[src/rtl/audio_sample_fifo.sv]
// First-word-fall-through sample FIFO between an I2S receiver and its consumer.
// Optional AUDIO_FIFO_DROP_CNT_EN adds a saturating 16-bit dropped-sample counter.
module audio_sample_fifo #(
   parameter int DATA_SIZE = 16,
   parameter int DEPTH     = 16
) (
   input  logic                       clk,
   input  logic                       rst,
   input  logic [DATA_SIZE-1:0]       in_data,
   input  logic                       in_valid,
   output logic [DATA_SIZE-1:0]       out_data,
   output logic                       out_valid,
   input  logic                       out_ready,
   output logic [$clog2(DEPTH):0]     count,
   output logic                       full,
   output logic                       empty,
   output logic                       overflow,
   input  logic                       clr_overflow
`ifdef AUDIO_FIFO_DROP_CNT_EN
   ,
   output logic [15:0]                drop_count
`endif
);

   localparam int AW = $clog2(DEPTH);
   localparam int CW = AW + 1;

   logic [DATA_SIZE-1:0] mem [DEPTH];
   logic [AW-1:0]        rd_ptr;
   logic [AW-1:0]        wr_ptr;
   logic                 pop;
   logic                 push;
   logic                 drop;

   assign empty     = (count == '0);
   assign full      = (count == CW'(DEPTH));
   assign out_valid = !empty;
   assign out_data  = mem[rd_ptr];

   // A pop frees the slot in the same cycle, so a full FIFO still accepts.
   assign pop  = out_valid && out_ready;
   assign push = in_valid && (!full || pop);
   assign drop = in_valid && full && !pop;

   always_ff @(posedge clk) begin
      if (push && !rst)
         mem[wr_ptr] <= in_data;
   end

   always_ff @(posedge clk) begin
      if (rst) begin
         rd_ptr   <= '0;
         wr_ptr   <= '0;
         count    <= '0;
         overflow <= 1'b0;
      end else begin
         if (push)
            wr_ptr <= wr_ptr + AW'(1);
         if (pop)
            rd_ptr <= rd_ptr + AW'(1);
         if (push && !pop)
            count <= count + CW'(1);
         else if (pop && !push)
            count <= count - CW'(1);
         if (drop)
            overflow <= 1'b1;
         else if (clr_overflow)
            overflow <= 1'b0;
      end
   end

`ifdef AUDIO_FIFO_DROP_CNT_EN
   // Clear and drop in one cycle restart the count at one.
   always_ff @(posedge clk) begin
      if (rst)
         drop_count <= '0;
      else if (clr_overflow)
         drop_count <= drop ? 16'd1 : 16'd0;
      else if (drop && drop_count != '1)
         drop_count <= drop_count + 16'd1;
   end
`endif

endmodule

[config.mk]
export PLATFORM = sky130hd
export DESIGN_NAME = audio_sample_fifo
export DESIGN_NICKNAME = d
export VERILOG_FILES = /design/src/rtl/audio_sample_fifo.sv
export SDC_FILE = /design/constraint.sdc
export NUM_CORES = 1
export LEC_CHECK = 0
export ABC_AREA = 1
export BUFFER_PORTS_ARGS = -buffer_cell sky130_fd_sc_hd__buf_2
export CELL_PAD_IN_SITES_DETAIL_PLACEMENT = 0
export CELL_PAD_IN_SITES_GLOBAL_PLACEMENT = 1
export CORE_MARGIN = 1
export CORE_UTILIZATION = 45
export DETAILED_ROUTE_END_ITERATION = 12
export PLACE_DENSITY = 0.8
export SYNTH_ARGS = -nofsm -noshare
export SYNTH_HDL_FRONTEND = slang
export SYNTH_SLANG_ARGS = --single-unit
[constraint.sdc]
create_clock -name clk -period 2 [get_ports clk]
set_clock_uncertainty 0.05 [all_clocks]
set_input_delay 0.4 -clock clk [delete_from_list [all_inputs] [get_ports clk]]
set_output_delay 0.4 -clock clk [all_outputs]
set_load 0.005 [all_outputs]
Word level (Yosys, flattened, before mapping) --
Memory sizes are Yosys's and may differ from the RTL's. A register that Yosys moved wholly into a read port is not among the register bits. Index checks and enable logic that the tools add are counted. Widths: inputs -> output; s select.
Operators by class: reduce and logical (&&, ||, !) cells 16, eq/ne operators 1, add/sub/neg operators 4, multiplexer cells 8
Operators with widths (number):
- $mux 5 | 2
- $add 4x1->4 const B | 2
- $mux 4 | 2
- $logic_and 1x1->1 | 7
- $add 5x1->5 const B | 1
- $eq 5x5->1 const B | 1
- $logic_not 1->1 | 5
- $logic_not 5->1 | 1
- $sub 5x1->5 const B | 1
- $mux 1 | 4
- $reduce_bool 2->1 | 2
- $logic_or 1x1->1 | 1
Storage, ports and cells: logic and storage cells 34, bits in registers 14, memories 1, RAM bits 256, output and inout port bits 25, input bits 21
Memories:
- mem | words 16, width 16, rd ports 1, clocked after memory_dff 1, wr ports 1, RTL line 28 | logic [DATA_SIZE-1:0] mem [DEPTH];

Longest topological paths before layout --
Gate-level depths: netlist (run 1).
word-level depth 9, depth in mapped cells 14

Worst setup path after synthesis (run 1) --
OpenSTA, ideal clock, no wires.
path type reg2reg, start register count[1], end register count[4], arrival time 2.077 ns, period minus slack after synthesis 2.197 ns, slack -0.197 ns, library setup time 0.071 ns, cell stages (with the launch flop) 14, required time 1.879 ns, buffers on the path 0, cell sequence dfxtp_1 -> nor2_1 -> nand4_2 -> nand2_1 -> inv_1 -> ha_1 -> inv_1 -> ha_1 -> or2_2 -> nand2_1 -> nand2_1 -> nand2_1 -> nand2_1 -> a21oi_1
On the way: cells in the longest elaborated chain, start to end 8
RTL lines:
- start, declared | RTL line 14 | output logic [$clog2(DEPTH):0] count,
- start signal, assigned | RTL line 62 | count <= count + CW'(1);
- start signal, assigned | RTL line 64 | count <= count - CW'(1);
- branches (longest 8 deep; another with $sub 5x1->5)
Parallel ways; which one is timed is not known. The select of a mux whose other input is x is not followed. A chain may end at the register's enable or synchronous reset.

==> results of run 1 <==
==> logic make-up (layout without fill, tap and decap cells) <==
logic type	after synthesis	in the layout	synth area share [%]
adders and majority gates	10	10	1.15
and+or+nand+nor	546	546	19.3
AOI/OAI and AO/OA	75	75	3.74
xor gates and xnor gates	5	5	0.381
DFF	274	274	69.9
buffers and inverters	128	249	5.47
==> what timing repair did <==
action,in CTS,in global routing
setup buffers,5,5
setup endpoints to repair,18,58
pin swaps,7,14
gates cloned,2,4
gates resized for setup,31,42
==> flip-flops by register name (all words and copies together) (netlist names), named ones only <==
signal / flops
count: 5
mem: 256
overflow: 1
rd_ptr: 4
wr_ptr: 4
==> stage by stage <==
stage	TNS [ns]	worst slack, ns	cells
after floorplan	-15.81	-0.0616	1038
after global placement	-0.842	-0.140	1425
after detailed placement	-1.53	-0.173	1425
after CTS	-5.99	-0.400	1481
after global routing	-7.50	-0.454	1489
final	-5.57	-0.397	1489
==> worst min-delay path: stages <==
cell and delay (ns):
buf_2 0.07, inv_1 0.03, nand2_1 0.04, a21oi_1 0.05
==> final cells by class <==
type / count / area share, %
Clock inverter: 15 / 0.712
Inverter: 75 / 2.18
Clock buffer: 35 / 5.39
Multi-Input combinational cell: 636 / 21.6
Timing Repair Buffer: 124 / 9.10
Sequential cell: 274 / 58.0
Tap cell: 330 / 2.98
==> power groups by stage <==
stage | combinational (mW) | sequential [mW] | clock (mW)
floorplan | 2.43 | 6.64 | 0
global placement | 3.68 | 6.63 | 0
detailed placement | 3.70 | 6.64 | 0
CTS | 3.93 | 6.54 | 4.88
global route | 4.87 | 6.53 | 5.08
finish | 4.37 | 6.51 | 4.80
==> routing by layer <==
metal,track usage (%),up-vias
met2,34.9,224
met1,29.3,3692
met5,0,-
met3,2.55,44
li1,-,3729
met4,6.35,0
==> placed cells by master, fill, tap and decap left out, types with 6 or more instances in the layout <==
cell / n
a21oi_1: 6
buf_12: 23
buf_2: 45
buf_4: 44
clkbuf_1: 6
clkbuf_16: 33
clkinv_2: 8
dfxtp_1: 14
edfxtp_1: 256
ha_1: 6
inv_1: 70
nand2_1: 290
nand2_2: 9
nand3_1: 117
nor2_1: 101
nor2_2: 18
o211ai_1: 22
o21ai_0: 22
o21ai_1: 22
==> worst paths after layout <==
check / startpoint / to / depth (start not counted)
hold / removal: clr_overflow / overflow / 4
setup / recovery: flip-flop / out_data[10] / 8
setup reg to reg: count[2] / count[4] / 14
hold reg to reg: overflow / overflow / 2
==> results.ini, run 1 <==
[grt]
grt_pass1_wl_um = 41600
grt_pass1_vias = 7403
track_usage_pct = 21.1
overflow = 0
grt_max_degree = 36
antenna_found_initial = 0

[timing]
fmax_ghz = 0.417
drv_slew = 0
whs_ns = 0.0595
slew_headroom_pct = 75.4
tightestPinTransition_ns = 0.369
finalHoldViolations = 0
fin_crit_ns = 2.40
fin_ws_ns = -0.397
fin_crit_sh_pct = 120
setup_violations = 17
rsz0062_at_grt = yes

[status]
violations = negative setup slack
status = finished, violations left

[detailed_routing]
wl_met3_um = 1530
drtIter0Drc = 527
ant_nets = 0
m1WireLength_um = 12300
top_layer = met4
drc = 0
via_per_inst = 5.16
drt_first_pass_iters = 5
drt_wl_total_um = 27400
dr_wl_met2_um = 13100
wl_per_cell_um = 18.4
route.vias.total = 7689

[power]
power_mw = 15.7
p_leak_nw = 5.42
swShare_pct = 29.8
power_switching_mw = 4.67
combinationalPowerShare_pct = 27.9
pwr-share-seq_pct = 41.5
internal-power_mw = 11.0
ir_worst_vdd_v = 0.000753
p_clk_share_pct = 30.6
cellPowerDensity_nw_per_um2 = 1130

[synthesis]
synth_most_common_cell = nand2_1
syn_avg_cell_area_um2 = 11.1
ys_seq_area_share_pct = 69.9
ys_ff_latch = 274
synth_area_leaders = edfxtp_1, nand2_1, nand3_1, nor2_1, dfxtp_1
synth_top_area_cell = edfxtp_1
ys.flop_type = edfxtp_1
synth_cell_types = 28
synth.net_count = 1069
synthTopCellsByCount = nand2_1, edfxtp_1, nand3_1, nor2_1, inv_1
synth-edff-count = 256
synth_top_area_share_pct = 66.8
async_flop_share_pct = 0
ys_warn_count = 0
synthCells = 1038
netlist_area_um2 = 11500

[floorplanning]
num_io_pins = 46
row_count = 58
fp.dieW_um = 162
die_y_um = 162
dieArea_um2 = 26200
design.core.area_um2 = 25100
start_util_pct = 45.8

[place]
gp_congestion = 0.774
portBuffers = 45
place.detailed.hpwl_um = 15700
place_area_um2 = 12600

[cts]
clk_latency_ns = 0.54
tritoncts = yes
h-tree-depth = 1
root_buffer = clkbuf_16
hold_buffers = 0
cts_buffer_depth = 3
cts_made_buffers = 29
numClockSinks = 274
path_clk_slew_ns = 0.06

[cells_and_area]
syn_to_final_growth_pct = 20.6
num_antenna_cells = 0
fin_nets = 1171
seqCellArea_um2 = 8060
final_core_util_pct = 55.3
finalInstanceArea_um2 = 13900
drive_above_1_share_pct = 18.6
multi_input_area_um2 = 3000
fill_cells = 2078

[critical_path]
critPathKind = reg -> out
path_max_fanout = 13
cp-start-kind = flip-flop
cp_slowest_cell = dfxtp_4
critical_path.max_stage_delay_ns = 0.35
rrSetupSlack_ns = 0.02
critical_path.top_delay_family = buffers and inverters
cpMostUsedCell = nand3_1
cp.arrival_ns = 1.95
cp_cell_sequence = buf_12 -> inv_16 -> clkbuf_16 -> o21ai_0 -> nand3_1 -> nand3_1 -> nand2_1 -> buf_2
cp-end-kind = output pin
critPathBufInv = 4
required_ns = 1.55

[min_path]
hold_class = in -> reg

[flow_run]
cap_viol_max_count = 0

No activity file was read; power rests on OpenSTA's default activity.
==> run 2, diff against run 1 <==
==> constraint.sdc (replaced) <==
create_clock -name clk -period 2 [get_ports clk]
set_clock_uncertainty 0.05 [all_clocks]
set_input_delay 0.5 -clock clk [delete_from_list [all_inputs] [get_ports clk]]
set_output_delay 0.5 -clock clk [all_outputs]
set_load 0.005 [all_outputs]
==> run 2 against run 1 <==
  * The flow still finishes with violations (negative setup slack)
  * First-iteration DRC count is 63% higher
  * Cell count is 0.13% higher
  * Non-clock buffer count is 6 higher
  * Flip-flop and latch count stayed put
  * Global-route usage is 0.45 points higher
  * Maximum frequency is 5.6% lower
  * Clock power is 3% lower
  * Critical path depth stayed put
  * Critical endpoint is now out_data[5]
==> results.ini, run 2 (synthesis results as in run 1) <==
[status]
status = finished, violations left
violations = negative setup slack

[timing]
setup_violations = 16  ; -1
fmax_ghz = 0.394  ; -5.6%
tightestPinTransition_ns = 0.385  ; +0.0161 ns
fin_crit_sh_pct = 127  ; +7.1 points
fin_crit_ns = 2.54  ; +0.142 ns
drv_slew = 0  ; unchanged
slew_headroom_pct = 74.4  ; -1.1 points
tns_ns = -7.48  ; -1.91 ns
rsz0062_at_grt = yes
finalHoldViolations = 0  ; unchanged
fin_ws_ns = -0.538  ; -0.142 ns
whs_ns = 0.167  ; +0.108 ns

[critical_path]
required_ns = 1.45  ; -0.10 ns
rr_startpoint = count[3]
cp.arrival_ns = 1.99  ; +0.04 ns
cp-end-kind = output pin
critPathKind = reg -> out
path_max_fanout = 14  ; +1
cp-start-kind = flip-flop

[detailed_routing]
drt_wl_total_um = 29000  ; +5.7%
via_per_inst = 5.30  ; +2.7%
drc = 0  ; unchanged
route.vias.total = 7907  ; +2.8%
ant_nets = 0  ; unchanged
drtIter0Drc = 857  ; +63%
wl_per_cell_um = 19.5  ; +5.6%
drt_first_pass_iters = 7  ; +2

[cts]
clk_latency_ns = 0.53  ; about the same
cts_buffer_depth = 3  ; unchanged
tritoncts = yes
numClockSinks = 274  ; unchanged
root_buffer = clkbuf_16
cts_made_buffers = 29  ; unchanged
path_clk_slew_ns = 0.06  ; about the same
h-tree-depth = 1  ; unchanged

[grt]
grt_pass1_vias = 7443  ; +0.54%
antenna_found_initial = 0  ; unchanged
grt_pass1_wl_um = 42500  ; +2.3%
grt_max_degree = 55  ; +53%
track_usage_pct = 21.6  ; +0.45 points
overflow = 0  ; unchanged

[place]
portBuffers = 45  ; unchanged
dp_slack_ns = -0.204  ; -0.0315 ns
place.detailed.hpwl_um = 16000  ; +1.9%
gp_congestion = 0.755  ; -2.4%
place_inst = 1426  ; +0.070%
place_area_um2 = 12600  ; about the same

[cells_and_area]
finalInstanceArea_um2 = 14100  ; +1.6%
final_common_cell = nand2_1
syn_to_final_growth_pct = 22.5
reg.largest.list = mem x256, count x5
layout_common_cells = nand2_1, edfxtp_1, nand3_1, nor2_1, inv_1
fill_cells = 2060  ; -0.87%
final_core_util_pct = 56.1  ; +0.86 points
fin_nets = 1177  ; +0.51%
largest_reg_flops = 256  ; unchanged
num_antenna_cells = 0  ; unchanged
fin_cells = 1491  ; +0.13%
drive_above_1_share_pct = 20.1  ; +1.4 points
top_register = mem

[power]
ir_worst_vdd_v = 0.000633  ; -16%
cellPowerDensity_nw_per_um2 = 1130  ; about the same
p_leak_nw = 5.50  ; +1.6%
power_mw = 15.9  ; +1.5%

[floorplanning]
row_count = 58  ; unchanged
dieArea_um2 = 26200  ; unchanged
die_y_um = 162  ; unchanged
fp.dieW_um = 162  ; unchanged
start_util_pct = 45.8  ; unchanged
design.core.area_um2 = 25100  ; unchanged
num_io_pins = 46  ; unchanged

[min_path]
hold_class = in -> reg
min-delay-start = clr_overflow

[flow_run]
cap_viol_max_count = 0  ; unchanged

==> run 2: per-layer routing <==
layer  GRT usage [%]  up-vias  part of all wire, %
li1                -     3736                    -
met1            30.3     3841                   43
met2            35.7      296                   48
met3            2.73       34                  6.9
met4            5.27        0                  1.5
met5               0        -                    0
==> run 2: report_power, final <==
| group | switching (mW) | internal, mW |
|---|---|---|
| sequential | 0.135 | 6.42 |
| clock | 2.04 | 2.62 |
| combinational | 2.64 | 2.07 |
==> run 2: final cells by class <==
cell class / count / area (um2) / area share (%)
Multi-Input combinational cell: 636 / 3060 / 21.7
Clock buffer: 35 / 748 / 5.31
Tap cell: 330 / 413 / 2.93
Clock inverter: 11 / 51.3 / 0.364
Timing Repair Buffer: 130 / 1470 / 10.4
Inverter: 75 / 290 / 2.06
Sequential cell: 274 / 8060 / 57.2
==> run 2: worst paths after layout <==
| check | endpoint | slack (ns) | cells past startpoint |
|---|---|---|---|
| max | out_data[5] | -0.54 | 8 |
| min reg2reg | overflow | 0.42 | 2 |
| min | overflow | 0.17 | 4 |
| max reg2reg | count[3] | 0.12 | 14 |
==> run 2: what timing repair did <==
| action | CTS | global route |
|---|---|---|
| endpoints found under the hold margin | 0 | 0 |
| hold buffers | 0 | 0 |
| setup endpoints to repair | 20 | 68 |
| resized for setup | 32 | 72 |
| setup buffers | 4 | 1 |
| cloned | 3 | 11 |
| pin swaps | 3 | 36 |
==> run 2: critical path, stage by stage, from the launching register on <==
cell and delay (ns):
dfxtp_4 0.48, clkbuf_16 0.21, clkbuf_16 0.17, nand2_1 0.07
nand3_1 0.08, nand3_1 0.11, nand3_2 0.13, nand2_2 0.07
buf_2 0.12
==> run 3, diff against run 2 <==
CELL_PAD_IN_SITES_GLOBAL_PLACEMENT = 2   (was 1)
CORE_UTILIZATION = 38   (was 45)
CTS_CLUSTER_SIZE = 8   (was unset)
==> run 3 against run 2 <==
  * The flow still finishes with violations (negative setup slack)
  * Non-clock buffer count rose by 5
  * Wire length rose by 2.8%
  * First-iteration DRC count fell by 48%
  * Via count fell by 2.6%
  * Critical path depth rose by 3
  * Clock power rose by 29%
  * Worst hold slack improved by 0.018 ns
  * Die area rose by 18%
  * Clock-buffer cell count rose by 19
  * Worst setup slack improved by 0.033 ns
  * Combinational power rose by 4%
==> results.ini, run 3 (synthesis results as in run 1) <==
[status]
status = finished, violations left
violations = negative setup slack

[timing]
tightestPinTransition_ns = 0.369  ; -0.0156 ns
finalHoldViolations = 0  ; unchanged
drv_slew = 0  ; unchanged
setup_violations = 16  ; unchanged
fin_crit_ns = 2.51  ; -0.0332 ns
fin_ws_ns = -0.505  ; +0.0332 ns
rsz0062_at_grt = yes
fmax_ghz = 0.399  ; +1.3%
fin_crit_sh_pct = 125  ; -1.7 points
whs_ns = 0.186  ; +0.0183 ns
slew_headroom_pct = 75.4  ; +1.0 points

[place]
place_inst = 1490  ; +4.5%
place.detailed.hpwl_um = 16700  ; +4.7%
gp_congestion = 0.759  ; +0.53%
portBuffers = 45  ; unchanged

[floorplanning]
die_y_um = 176  ; +8.7%
fp.dieW_um = 176  ; +8.7%
num_io_pins = 46  ; unchanged
dieArea_um2 = 31000  ; +18%
start_util_pct = 38.7  ; -7.1 points
design.core.area_um2 = 29700  ; +18%
row_count = 63  ; +8.6%

[critical_path]
cp-start-kind = flip-flop
cp.arrival_ns = 1.96  ; -0.03 ns
required_ns = 1.45  ; about the same
path_max_fanout = 8  ; -6
critPathKind = reg -> out
rrSetupSlack_ns = 0.11  ; about the same
cp-end-kind = output pin

[power]
ir_worst_vdd_v = 0.000733  ; +16%
cellPowerDensity_nw_per_um2 = 1200  ; +6.0%
p_leak_nw = 5.67  ; +3.0%

[grt]
antenna_found_initial = 0  ; unchanged
grt_max_degree = 33  ; -40%
grt_pass1_wl_um = 46000  ; +8.1%
track_usage_pct = 19.9  ; -1.6 points
grt_pass1_vias = 7650  ; +2.8%
overflow = 0  ; unchanged

[cells_and_area]
num_antenna_cells = 0  ; unchanged
final_common_cell = nand2_1
fin_nets = 1193  ; +1.4%
fill_cells = 2664  ; +29%
drive_above_1_share_pct = 21.7  ; +1.6 points
largest_reg_flops = 256  ; unchanged
layout_common_cells = nand2_1, edfxtp_1, nand3_1, nor2_1, inv_1
syn_to_final_growth_pct = 26.3
top_register = mem
fin_cells = 1567  ; +5.1%
reg.largest.list = mem x256, count x5

[cts]
clk_latency_ns = 0.51  ; -0.02 ns
numClockSinks = 274  ; unchanged
cts_made_buffers = 40  ; +38%
path_clk_slew_ns = 0.05  ; about the same
cts_buffer_depth = 3  ; unchanged
root_buffer = clkbuf_16
h-tree-depth = 2  ; +1
tritoncts = yes

[detailed_routing]
drt_first_pass_iters = 5  ; -2
drt_wl_total_um = 29800  ; +2.8%
drc = 0  ; unchanged
route.vias.total = 7702  ; -2.6%
ant_nets = 0  ; unchanged
drtIter0Drc = 448  ; -48%
wl_per_cell_um = 19.0  ; -2.2%
via_per_inst = 4.92  ; -7.3%

[min_path]
hold_class = in -> reg

[flow_run]
cap_viol_max_count = 0  ; unchanged

-- run 3: metal layers --
layer / GRT usage (%) / part of all wire, % / up-vias
li1: - / - / 3767
met1: 27.9 / 47 / 3738
met2: 32.5 / 48 / 159
met3: 2.76 / 3.7 / 38
met4: 5.51 / 1.9 / 0
met5: 0 / 0 / -
-- run 3: worst paths after layout --
check / startpoint / endpoint / cells after the start
worst max register to register: count[1] / count[3] / 14
worst min register to register: overflow / overflow / 2
worst max-delay path: flip-flop / out_data[6] / 11
worst min-delay path: clr_overflow / overflow / 4
-- run 3: critical path, cell delays in order, from the launching register on --
cell and delay [ns]:
dfxtp_4 0.37, buf_12 0.15, inv_16 0.10, buf_12 0.13
buf_12 0.13, nand2_2 0.05, nand2_1 0.06, nand2_1 0.06
nand3_1 0.11, nand3_2 0.08, nand2_2 0.09, buf_2 0.11
-- run 3: timing repair --
| item | 4_1_cts | 5_1_grt |
|---|---|---|
| pin swaps | 33 | 16 |
| cloned | 6 | 0 |
| hold buffers | 0 | 0 |
| resized for setup | 76 | 39 |
| setup endpoints to repair | 20 | 20 |
| setup buffers | 14 | 1 |
-- run 3: power breakdown --
part           switching (mW)  internal, mW  total (mW)
combinational            2.70          2.18        4.88
sequential              0.107          6.43        6.53
clock                    2.30          3.69        5.99
total                    5.11          12.3        17.4
-- run 3: metrics by stage --
step           utilization [%]  instance area [um2]  total power [mW]  setup WS, ns  setup TNS, ns
2_1_floorplan                -                11500              9.08        -0.128         -32.93
3_3_place_gp              43.0                12800              10.6        -0.186          -3.02
3_5_place_dp              43.0                12800              10.6        -0.209          -8.74
4_1_cts                   48.6                14400              17.4        -0.495          -7.71
5_1_grt                   48.9                14500              18.3        -0.568          -8.44
6_report                  48.9                14500              17.4        -0.505          -6.82
-- run 3: layout make-up --
cell class	instances	area [um2]	share of cell area, %
Inverter	75	305	2.10
Sequential cell	274	8060	55.4
Timing Repair Buffer	135	1490	10.3
Clock inverter	3	25.0	0.172
Clock buffer	54	1070	7.39
Multi-Input combinational cell	636	3100	21.3
Tap cell	390	488	3.36
